===== config.mk =====
export PLATFORM = sky130hd
export DESIGN_NAME = pipe_fetch_queue
export DESIGN_NICKNAME = d
export VERILOG_FILES = /design/src/rtl/pipe_fetch_queue.sv
export SDC_FILE = /design/constraint.sdc
export NUM_CORES = 1
export LEC_CHECK = 0
export CAP_MARGIN = 20
export CORE_MARGIN = 5
export CORE_UTILIZATION = 55
export CTS_CLUSTER_DIAMETER = 120
export CTS_CLUSTER_SIZE = 20
export DETAILED_ROUTE_END_ITERATION = 10
export GPL_ROUTABILITY_DRIVEN = 0
export PLACE_DENSITY = 0.88
export SLEW_MARGIN = 20
export SYNTH_ARGS = -nofsm -noshare
export SYNTH_HDL_FRONTEND = slang
export SYNTH_SLANG_ARGS = --single-unit

===== constraint.sdc =====
create_clock -name clock -period 3.59 [get_ports clock]
set_input_delay 0.359 -clock clock [delete_from_list [all_inputs] [get_ports clock]]
set_output_delay 0.359 -clock clock [all_outputs]
set_load 0.005 [all_outputs]

===== src/rtl/pipe_fetch_queue.sv =====
// Fetch stage with a DEPTH-entry circular queue of {pc4, inst} feeding ID.
// Optional macro PIPE_FETCH_QUEUE_BYPASS_EN adds a zero-latency empty-queue bypass.
module pipe_fetch_queue #(
  parameter int          WIDTH    = 32,
  parameter int          DEPTH    = 4,
  parameter logic [31:0] RESET_PC = 32'h0000_0000,
  parameter int          IMEM_AW  = 10
) (
  input  logic                     clock,
  input  logic                     reset,
  input  logic                     redirect,
  input  logic [31:0]              redirect_pc,
  output logic [IMEM_AW-1:0]       imem_addr,
  input  logic [WIDTH-1:0]         imem_data,
  input  logic                     id_ready,
  output logic                     id_valid,
  output logic [WIDTH-1:0]         id_inst,
  output logic [31:0]              id_pc4,
  output logic [31:0]              fetch_pc,
  output logic [$clog2(DEPTH):0]   count
);

  localparam int PW = $clog2(DEPTH);
  localparam int CW = PW + 1;

  logic [WIDTH-1:0] inst_q [DEPTH];
  logic [31:0]      pc4_q  [DEPTH];
  logic [PW-1:0]    rd_ptr;
  logic [PW-1:0]    wr_ptr;
  logic [CW-1:0]    count_q;
  logic [31:0]      pc_q;
  logic [31:0]      pc_plus4;
  logic             full;
  logic             stored_valid;
  logic             pop;
  logic             push;
  logic             advance;

  assign pc_plus4     = pc_q + 32'd4;
  assign full         = (count_q == CW'(DEPTH));
  assign stored_valid = (count_q != '0);
  assign imem_addr    = pc_q[IMEM_AW+1:2];
  assign fetch_pc     = pc_q;
  assign count        = count_q;

  // Handshake decode; redirect suppresses both sides of the queue.
  always_comb begin
    pop      = stored_valid & id_ready & ~redirect;
    push     = 1'b0;
    advance  = 1'b0;
    id_valid = stored_valid;
    id_inst  = inst_q[rd_ptr];
    id_pc4   = pc4_q[rd_ptr];
`ifdef PIPE_FETCH_QUEUE_BYPASS_EN
    // An empty queue forwards the memory word straight to ID; a taken
    // bypass advances fetch without ever occupying a slot.
    if (!stored_valid && !redirect) begin
      id_valid = 1'b1;
      id_inst  = imem_data;
      id_pc4   = pc_plus4;
      if (id_ready) begin
        advance = 1'b1;
      end else begin
        push    = 1'b1;
        advance = 1'b1;
      end
    end else begin
      push    = ~redirect & (~full | pop);
      advance = push;
    end
`else
    push    = ~redirect & (~full | pop);
    advance = push;
`endif
  end

  always_ff @(posedge clock) begin
    if (reset) begin
      pc_q    <= RESET_PC;
      rd_ptr  <= '0;
      wr_ptr  <= '0;
      count_q <= '0;
      for (int i = 0; i < DEPTH; i++) begin
        inst_q[i] <= '0;
        pc4_q[i]  <= '0;
      end
    end else if (redirect) begin
      pc_q    <= redirect_pc & 32'hFFFF_FFFC;
      rd_ptr  <= '0;
      wr_ptr  <= '0;
      count_q <= '0;
    end else begin
      if (push) begin
        inst_q[wr_ptr] <= imem_data;
        pc4_q[wr_ptr]  <= pc_plus4;
        wr_ptr         <= wr_ptr + PW'(1);
      end
      if (pop) begin
        rd_ptr <= rd_ptr + PW'(1);
      end
      case ({push, pop})
        2'b10:   count_q <= count_q + CW'(1);
        2'b01:   count_q <= count_q - CW'(1);
        default: count_q <= count_q;
      endcase
      if (advance) begin
        pc_q <= pc_plus4;
      end
    end
  end

endmodule


==> results of run 1 <==
-- cell usage in the layout (no fill, tap or decap), types with 2 or more instances in the layout --
cell             synthesis  layout
ha_1                     4       4
nor3b_1                 10      10
clkbuf_16                0      19
nand2_1                 54      54
nand4_1                 15      15
nor3_1                  14      14
xor2_1                  21      21
buf_4                   15      16
conb_1                   1       4
a21oi_1                 24      24
nor4_1                   5       5
dfxtp_1                 39      37
nand2b_4                 0       3
and4_1                   4       4
o21ai_0                  6       6
nor2_1                 199     197
nor2b_1                  2       2
nand2b_2                 0       2
o22ai_1                 11      11
or3_1                    6       6
xnor2_1                 28      28
edfxtp_1               248     248
or2_2                    4       4
inv_1                   52      52
nand3_1                 13      13
buf_12                   0       5
and2_1                  37      37
mux2i_1                  5       5
and3_1                   5       5
mux4_2                  62      62
o21a_1                  11      11
clkdlybuf4s50_1          0     170
clkbuf_1                46      12
-- final timing paths --
path                                 start                    endpoint  slack, ps  cells after the start
setup / recovery  fetch_pc[2]$_SDFFE_PP0P_  pc4_q[2][20]$_SDFFCE_PN0P_        630                      6
hold / removal                    redirect   fetch_pc[30]$_SDFFE_PP0P_        250                      3
setup reg to reg  fetch_pc[2]$_SDFFE_PP0P_  pc4_q[2][20]$_SDFFCE_PN0P_        630                      6
hold reg to reg      count[2]$_SDFFE_PP0P_       count[2]$_SDFFE_PP0P_        540                      2
-- kinds of logic (layout without fill, tap and decap cells) --
family,count (synthesis),count (layout),share of synthesized area [%]
buffers and inverters,130,276,4.42
AOI/OAI and AO/OA,55,55,2.52
other,1,4,0.0292
muxes,68,68,11.4
DFF,287,287,64.1
adders and majority gates,4,4,0.390
and+or+nand+nor,381,381,13.9
xor gates and xnor gates,49,49,3.34
-- metrics by stage --
step	std cells	setup slack, ps	hold WS, ps
after floorplan	978	225	485
after global placement	1411	816	508
after detailed placement	1411	717	519
after CTS	1443	693	243
after global routing	1443	361	239
final	1443	625	248
-- state kept, by name (all words and copies together), names as in the netlist, named ones only --
signal    flops
inst_q      128
count         3
wr_ptr        2
rd_ptr        2
pc4_q       120
fetch_pc     30
-- power groups by stage --
stage | Sequential, W | Clock, W | Combinational (W)
after CTS | 0.00389 | 0.00209 | 0.000679
after global routing | 0.00391 | 0.00223 | 0.000727
final | 0.00389 | 0.00205 | 0.000670
after global placement | 0.00395 | 0 | 0.000663
after detailed placement | 0.00396 | 0 | 0.000674
after floorplan | 0.00393 | 0 | 0.000325
-- synthesized netlist by cell type, types with 2 or more instances --
cell type	count
buf_2	13
and2_1	37
ha_1	4
nand2b_1	6
a21oi_1	24
mux4_2	62
nor3_1	14
nand2_1	54
clkbuf_1	46
nor2_1	199
nor2b_1	2
and4_1	4
nor4_1	5
nand4_1	15
nor3b_1	10
and3_1	5
o22ai_1	11
xor2_1	21
buf_4	15
or3_1	6
mux2i_1	5
buf_1	3
xnor2_1	28
inv_1	52
edfxtp_1	248
o21ai_0	6
dfxtp_1	39
or2_2	4
nand3_1	13
o21a_1	11
-- critical path, cell delays in order (launching register included) --
cell     delay (ps)
dfxtp_1         600
ha_1            300
nand3_1         290
nor4_1          740
nand3_1         260
xor2_1          410
nor2_1          100
-- per-layer routing --
layer | GRT usage [%] | vias up | wire length [um]
li1 | - | 3732 | -
met1 | 32.2 | 4060 | 11800
met2 | 39.2 | 409 | 14900
met3 | 4.40 | 44 | 2690
met4 | 5.18 | 0 | 573
met5 | 0 | - | 0
-- area by class of cell --
class,count,area [um^2]
timing repair buffer,192,1930
fill,1706,7870
tap,319,399
clock inverter,1,16.3
multi-input combinational,561,4100
inverter,52,195
sequential,287,8230
clock buffer,31,520
==> results_dict.tcl, run 1 <==
set metrics [dict create \
    status "completed" \
    netlist_top_cells_area "edfxtp_1 58%, mux4_2 11%, dfxtp_1 6.1%" \
    synthFlopType "edfxtp_1" \
    hold_viol_final 0 \
    hp-class "in2reg" \
    post_drt_wl_per_cell_um 20.8 \
    postCtsHoldBufs 0 \
    vias 8245 \
    p_leak_nw 5.51 \
    switching_share_pct 22.2 \
    via_per_inst 5.71 \
    grt_overflow 0 \
    ant_nets 0 \
    seqPwrFrac_pct 58.8 \
    yosysTopAreaCell "edfxtp_1" \
    dieArea_um2 26500 \
    yosys_warnings 0 \
    synth_top_area_share_pct 58.0 \
    fin_crit_ps 2960 \
    critPathKind "reg2reg" \
    root_buffer "clkbuf_16" \
    drc 0 \
    cts_buffer_depth 3 \
    first_iter_violations 741 \
    clockPowerShare_pct 31.0 \
    setup_violations 0 \
    tightest_slew_ps 1050 \
    cts.sink_count 287 \
    finalCritPeriodShare_pct 82.6 \
    synth_edf_count 248 \
    synthArstFlopShare_pct 0 \
    timing.slew.headroom_pct 30.1 \
    die_y_um 163 \
    dieWidth_um 163 \
    pwr-share-comb_pct 10.1 \
    start_util_pct 55.2 \
    ios 178 \
    drt_pass1_iterations 5 \
    grtUsageTotal_pct 23.3 \
    p_switching_w 0.00147 \
    hpwlAfterDp_mm 19.5 \
    antenna_found_initial 0 \
    n_antenna_cell 0 \
    end_kind "flip-flop" \
    internal_power_w 0.00514 \
    slew_violations 0 \
    clock_latency_ps 500 \
    cts_tree "done" \
    grt_pass1_wl_mm 48.2 \
    cp_max_fo 11 \
    peakVddDrop_uv 255 \
    powerDensity_nw_per_um2 429 \
    cts-resized-gates 0 \
    post_cts_buffers 0 \
    fin_worst_skew_ps 20.5 \
    yosysSeqAreaShare_pct 64.1 \
    areaGrowthSynthToFinish_pct 19.9 \
    place_area_um2 14900 \
    cts_max_level 1 \
    ys_seq_elements 287 \
    max_cap_viol_count 0 \
    wl_mm 30.0 \
    grt_pass1_vias 8747 \
    placementRows 56 \
    avgSynthCellArea_um2 13.2 \
    io_buffer_count 171 \
    setup_tns_ps 0 \
    cp-start-kind "flip-flop" \
    grt_max_degree 50 \
    cts-buffers-inserted 18 \
    worstPathArrival_ps 3200 \
    power.total_w 0.00661 \
    synth.cell_area_um2 12800 \
    layout.nets 1184 \
    layout-drive-gt1-share_pct 10.9 \
    yosysUniqueCellTypes 43 \
    path_clk_slew_ps 80 \
    design_area_um2 15400 \
    coreArea_um2 23300 \
    max_freq_mhz 337 \
    final_util_pct 66.2 \
    syn_inst 975 \
    rsz0062_at_grt "no" \
    worstPathRequired_ps 3830 \
]
Note: power is estimated with default switching activity, not from simulation.
==> run 2: changes to the inputs <==
Clock period 3.59 ns to 2.8 ns, I/O delays scaled along.
==> results_dict.tcl, run 2 (synthesis gave the netlist of run 1 again) <==
set metrics [dict create \
    reg2reg_from "fetch_pc[3]$_SDFFE_PP0P_" \
    max_freq_mhz 393 \
    final_common_cell "edfxtp_1" \
    wl_mm 30.6 \
    status "completed" \
    setup_violations 0 \
    holdPathStages 3 \
    fin_crit_ps 2540 \
    cts.sink_count 287 \
    areaGrowthSynthToFinish_pct 21.8 \
    cp-start-kind "flip-flop" \
    worstPathRequired_ps 3030 \
    peakVddDrop_uv 358 \
    cts-buffers-inserted 18 \
    cts_tree "done" \
    first_iter_violations 760 \
    mostFrequentLayoutCells "248 x edfxtp_1, 197 x nor2_1, 170 x clkdlybuf4s50_1" \
    grt_util_met3_pct 4.81 \
    layout-drive-gt1-share_pct 12.5 \
    timing.slew.headroom_pct 32.0 \
    tightest_slew_ps 1020 \
    die_y_um 163 \
    antenna_found_initial 0 \
    rsz0062_at_grt "no" \
    final_util_pct 67.2 \
    critPathKind "reg2reg" \
    via_per_inst 5.70 \
    cts_max_level 1 \
    largest-register "inst_q" \
    slew_violations 0 \
    p_leak_nw 5.64 \
    setup_tns_ps 0 \
    reg2reg_depth 6 \
    ios 178 \
    ant_nets 0 \
    n_antenna_cell 0 \
    grt_pass1_wl_mm 47.9 \
    end_kind "flip-flop" \
    vias 8339 \
    placementRows 56 \
    hold_viol_final 0 \
    use_met1_pct 31.7 \
    timing.rr.end "pc4_q[0][28]$_SDFFCE_PN0P_" \
    powerDensity_nw_per_um2 545 \
    path_clk_slew_ps 80 \
    post_drt_wl_per_cell_um 20.9 \
    grt_pass1_vias 8632 \
    place_ws_ps 91.3 \
    cts_buffer_depth 3 \
    io_buffer_count 171 \
    drc 0 \
    finalCritPeriodShare_pct 90.8 \
    layout.nets 1204 \
    coreArea_um2 23300 \
    clock_latency_ps 500 \
    hp-class "in2reg" \
    worstHoldStart "redirect_pc[14]" \
    grtUsageTotal_pct 23.2 \
    worstPathArrival_ps 2770 \
    dieArea_um2 26500 \
    whs_endpoint "fetch_pc[14]$_SDFFE_PP0P_" \
    r2r_slack_ps 260 \
    drt_pass1_iterations 5 \
    grtUsageMet2_pct 39.7 \
    largest_register_ffs 128 \
    max_cap_viol_count 0 \
    root_buffer "clkbuf_16" \
    cp_max_fo 8 \
    top_usage_layer "met2" \
    hpwlAfterDp_mm 20.0 \
    grt_max_degree 63 \
    grt_overflow 0 \
    dieWidth_um 163 \
    fin_worst_skew_ps 14.9 \
    fin_ws_ps 259 \
    start_util_pct 55.2 \
]
[run 2: changes by cell type in the layout (fill, tap and decap cells not counted)]
cell / before / now
buf_4: 16 / 28
buf_12: 5 / 12
nor2_2: 1 / 2
nor4_2: 1 / 2
nor4_1: 5 / 4
[run 2: worst max path at each step]
stage                                   startpoint                         end  slack (ps)  cells after the start
after global placement                    id_ready  pc4_q[0][12]$_SDFFCE_PN0P_         210                      5
after detailed placement                  id_ready  pc4_q[1][12]$_SDFFCE_PN0P_          90                      5
after CTS                                flip-flop                  id_inst[7]           2                      3
after floorplan              count[0]$_SDFFE_PP0P_  inst_q[2][0]$_SDFFCE_PN0P_         120                      7
final                     fetch_pc[3]$_SDFFE_PP0P_  pc4_q[0][28]$_SDFFCE_PN0P_         260                      6
after global routing      fetch_pc[3]$_SDFFE_PP0P_  pc4_q[1][20]$_SDFFCE_PN0P_          70                      6
[run 2: critical path, cell delays in order (launching register included)]
cell	delay [ps]
dfxtp_1	480
ha_1	270
nand3_1	320
nor4_2	510
nand4_1	200
xor2_1	380
nor2_1	120
[run 2: final cells by class]
class	instances	area [um^2]
Multi-Input combinational cell	562	4120
Clock inverter	1	16.3
Sequential cell	287	8230
Tap cell	319	399
Inverter	52	195
Clock buffer	31	520
Fill cell	1655	7620
Timing Repair Buffer	211	2160
[run 2: metrics by stage]
step           hold WS [ps]  power [W]  instances  area (um^2)
3_3_place_gp            499    0.00594       1424        15000
6_report                372    0.00853       1463        15600
3_5_place_dp            517    0.00597       1424        15000
5_1_grt                 396    0.00884       1463        15600
2_1_floorplan           427    0.00545        978        12900
4_1_cts                 361    0.00857       1456        15600
[run 2: report_power, final]
| part | switching (W) | internal (W) |
|---|---|---|
| logic | 0.000439 | 0.000465 |
| clock network | 0.00136 | 0.00129 |
| registers | 0.000111 | 0.00487 |
| total | 0.00191 | 0.00662 |
[run 2: per-layer routing]
metal / routed length [um] / share of wire [%]
met3: 3190 / 10
met2: 15300 / 50
met1: 11700 / 38
met4: 361 / 1.2
met5: 0 / 0
[run 2: timing repair]
| action | CTS | global route |
|---|---|---|
| resized for setup | 0 | 1 |
| buffers inserted | 0 | 6 |
| endpoints found under the setup margin | 0 | 38 |
| hold buffers | 0 | 0 |
==> run 3: changes to the inputs <==
Settings changed: SETUP_SLACK_MARGIN from default to 0.5, SLEW_MARGIN 20 to 30.
==> results_dict.tcl, run 3 (synthesis gave the netlist of run 1 again) <==
set metrics [dict create \
    post_drt_wl_per_cell_um 21.7 \
    largest-register "inst_q" \
    grt_pass1_vias 8788 \
    max_cap_viol_count 0 \
    vias 8571 \
    antenna_found_initial 0 \
    drt_pass1_iterations 7 \
    p_leak_nw 6.12 \
    die_y_um 163 \
    tightest_slew_ps 661 \
    worstPathCellList "buf_12 > buf_12 > buf_6 > buf_6 > buf_16 > mux4_2 > buf_2" \
    finalCritPeriodShare_pct 85.5 \
    grt_max_degree 63 \
    cpMaxStageDelayCell "mux4_2" \
    end_kind "output pin" \
    peakVddDrop_uv 365 \
    drc 0 \
    hpwlAfterDp_mm 20.0 \
    io_buffer_count 171 \
    critical_path.max_stage_delay_ps 510 \
    switching_share_pct 22.6 \
    wl_mm 32.6 \
    slew_violations 0 \
    whs_ps 217 \
    final_util_pct 68.9 \
    path_clk_slew_ps 90 \
    clockPowerShare_pct 31.1 \
    pwr-share-comb_pct 10.3 \
    hold_viol_final 0 \
    grt_overflow 0 \
    cts.sink_count 287 \
    n_antenna_cell 0 \
    max_freq_mhz 418 \
    cp_max_fo 8 \
    coreArea_um2 23300 \
    hp-class "in2reg" \
    layout-drive-gt1-share_pct 20.0 \
    start_util_pct 55.2 \
    critPathKind "reg2out" \
    cts-buffers-inserted 18 \
    cts_tree "done" \
    areaGrowthSynthToFinish_pct 24.7 \
    layout.nets 1241 \
    grt_pass1_wl_mm 50.2 \
    first_iter_violations 970 \
    mostFrequentLayoutCells "248 x edfxtp_1, 196 x nor2_1, 108 x clkdlybuf4s50_1" \
    worstPathArrival_ps 2110 \
    placementRows 56 \
    seqPwrFrac_pct 58.6 \
    ios 178 \
    internal_power_w 0.00658 \
    fin_crit_ps 2390 \
    place_area_um2 15000 \
    final_common_cell "edfxtp_1" \
    postCtsHoldBufs 0 \
    dieArea_um2 26500 \
    design_area_um2 16000 \
    cts_buffer_depth 3 \
    p_switching_w 0.00192 \
    dieWidth_um 163 \
    clock_latency_ps 510 \
    powerDensity_nw_per_um2 531 \
    via_per_inst 5.71 \
    rsz0062_at_grt "yes" \
    grtUsageTotal_pct 24.6 \
    setup_violations 0 \
    cts_max_level 1 \
    setup_tns_ps 0 \
    worstPathRequired_ps 2520 \
    cp-start-kind "flip-flop" \
    ant_nets 0 \
    root_buffer "clkbuf_16" \
    largest_register_ffs 128 \
    timing.slew.headroom_pct 55.6 \
    fin_worst_skew_ps 18.7 \
    status "completed" \
    fill_cells 1573 \
]
run 3: per-stage QoR:
step | setup slack [ps] | total power (W) | cells
4_1_cts | 361 | 0.00852 | 1471
6_report | 405 | 0.00850 | 1500
3_3_place_gp | 266 | 0.00593 | 1419
2_1_floorplan | 514 | 0.00546 | 978
3_5_place_dp | 153 | 0.00596 | 1419
5_1_grt | 350 | 0.00881 | 1500
run 3: path summary, 6_finish.rpt:
check | to | from | depth (start not counted) | slack [ps]
max reg2reg | pc4_q[0][16]$_SDFFCE_PN0P_ | fetch_pc[3]$_SDFFE_PP0P_ | 6 | 610
min | fetch_pc[6]$_SDFFE_PP0P_ | redirect | 3 | 220
min reg2reg | count[0]$_SDFFE_PP0P_ | count[0]$_SDFFE_PP0P_ | 2 | 530
max | id_inst[16] | flip-flop | 7 | 410
run 3: cell type report:
cell class	count	area, um^2	area share, %
Sequential cell	287	8240	51.4
Multi-Input combinational cell	562	4200	26.2
Timing Repair Buffer	248	2450	15.3
Clock buffer	31	520	3.25
Tap cell	319	399	2.49
Inverter	52	195	1.22
Clock inverter	1	16.3	0.102
run 3: per-layer routing:
| metal | up-vias | part of all wire (%) | wire length (um) | GRT usage (%) |
|---|---|---|---|---|
| met3 | 30 | 9.4 | 3060 | 3.64 |
| met5 | - | 0 | 0 | 0 |
| li1 | 3842 | - | - | - |
| met1 | 4197 | 38 | 12400 | 33.8 |
| met2 | 502 | 51 | 16700 | 42.4 |
| met4 | 0 | 1.2 | 385 | 4.77 |
run 3: worst max-delay path, delay by kind of cell, from the launching register on:
family,cells,cell delay [ps]
buffers and inverters,6,690
multiplexers,1,510
flip-flops,1,380
run 3: timing repair:
item                       4_1_cts  5_1_grt
setup endpoints to repair      230      224
pin swaps                        1        1
gates cloned                     6        0
buffers inserted                14       29
gates resized for setup        109       83
run 3: power groups by stage:
stage          Clock [W]  Combinational (W)  Sequential, W
2_1_floorplan          0           0.000421        0.00503
3_3_place_gp           0           0.000868        0.00506
3_5_place_dp           0           0.000884        0.00508
4_1_cts          0.00267           0.000868        0.00498
5_1_grt          0.00286           0.000940        0.00501
6_report         0.00264           0.000876        0.00499
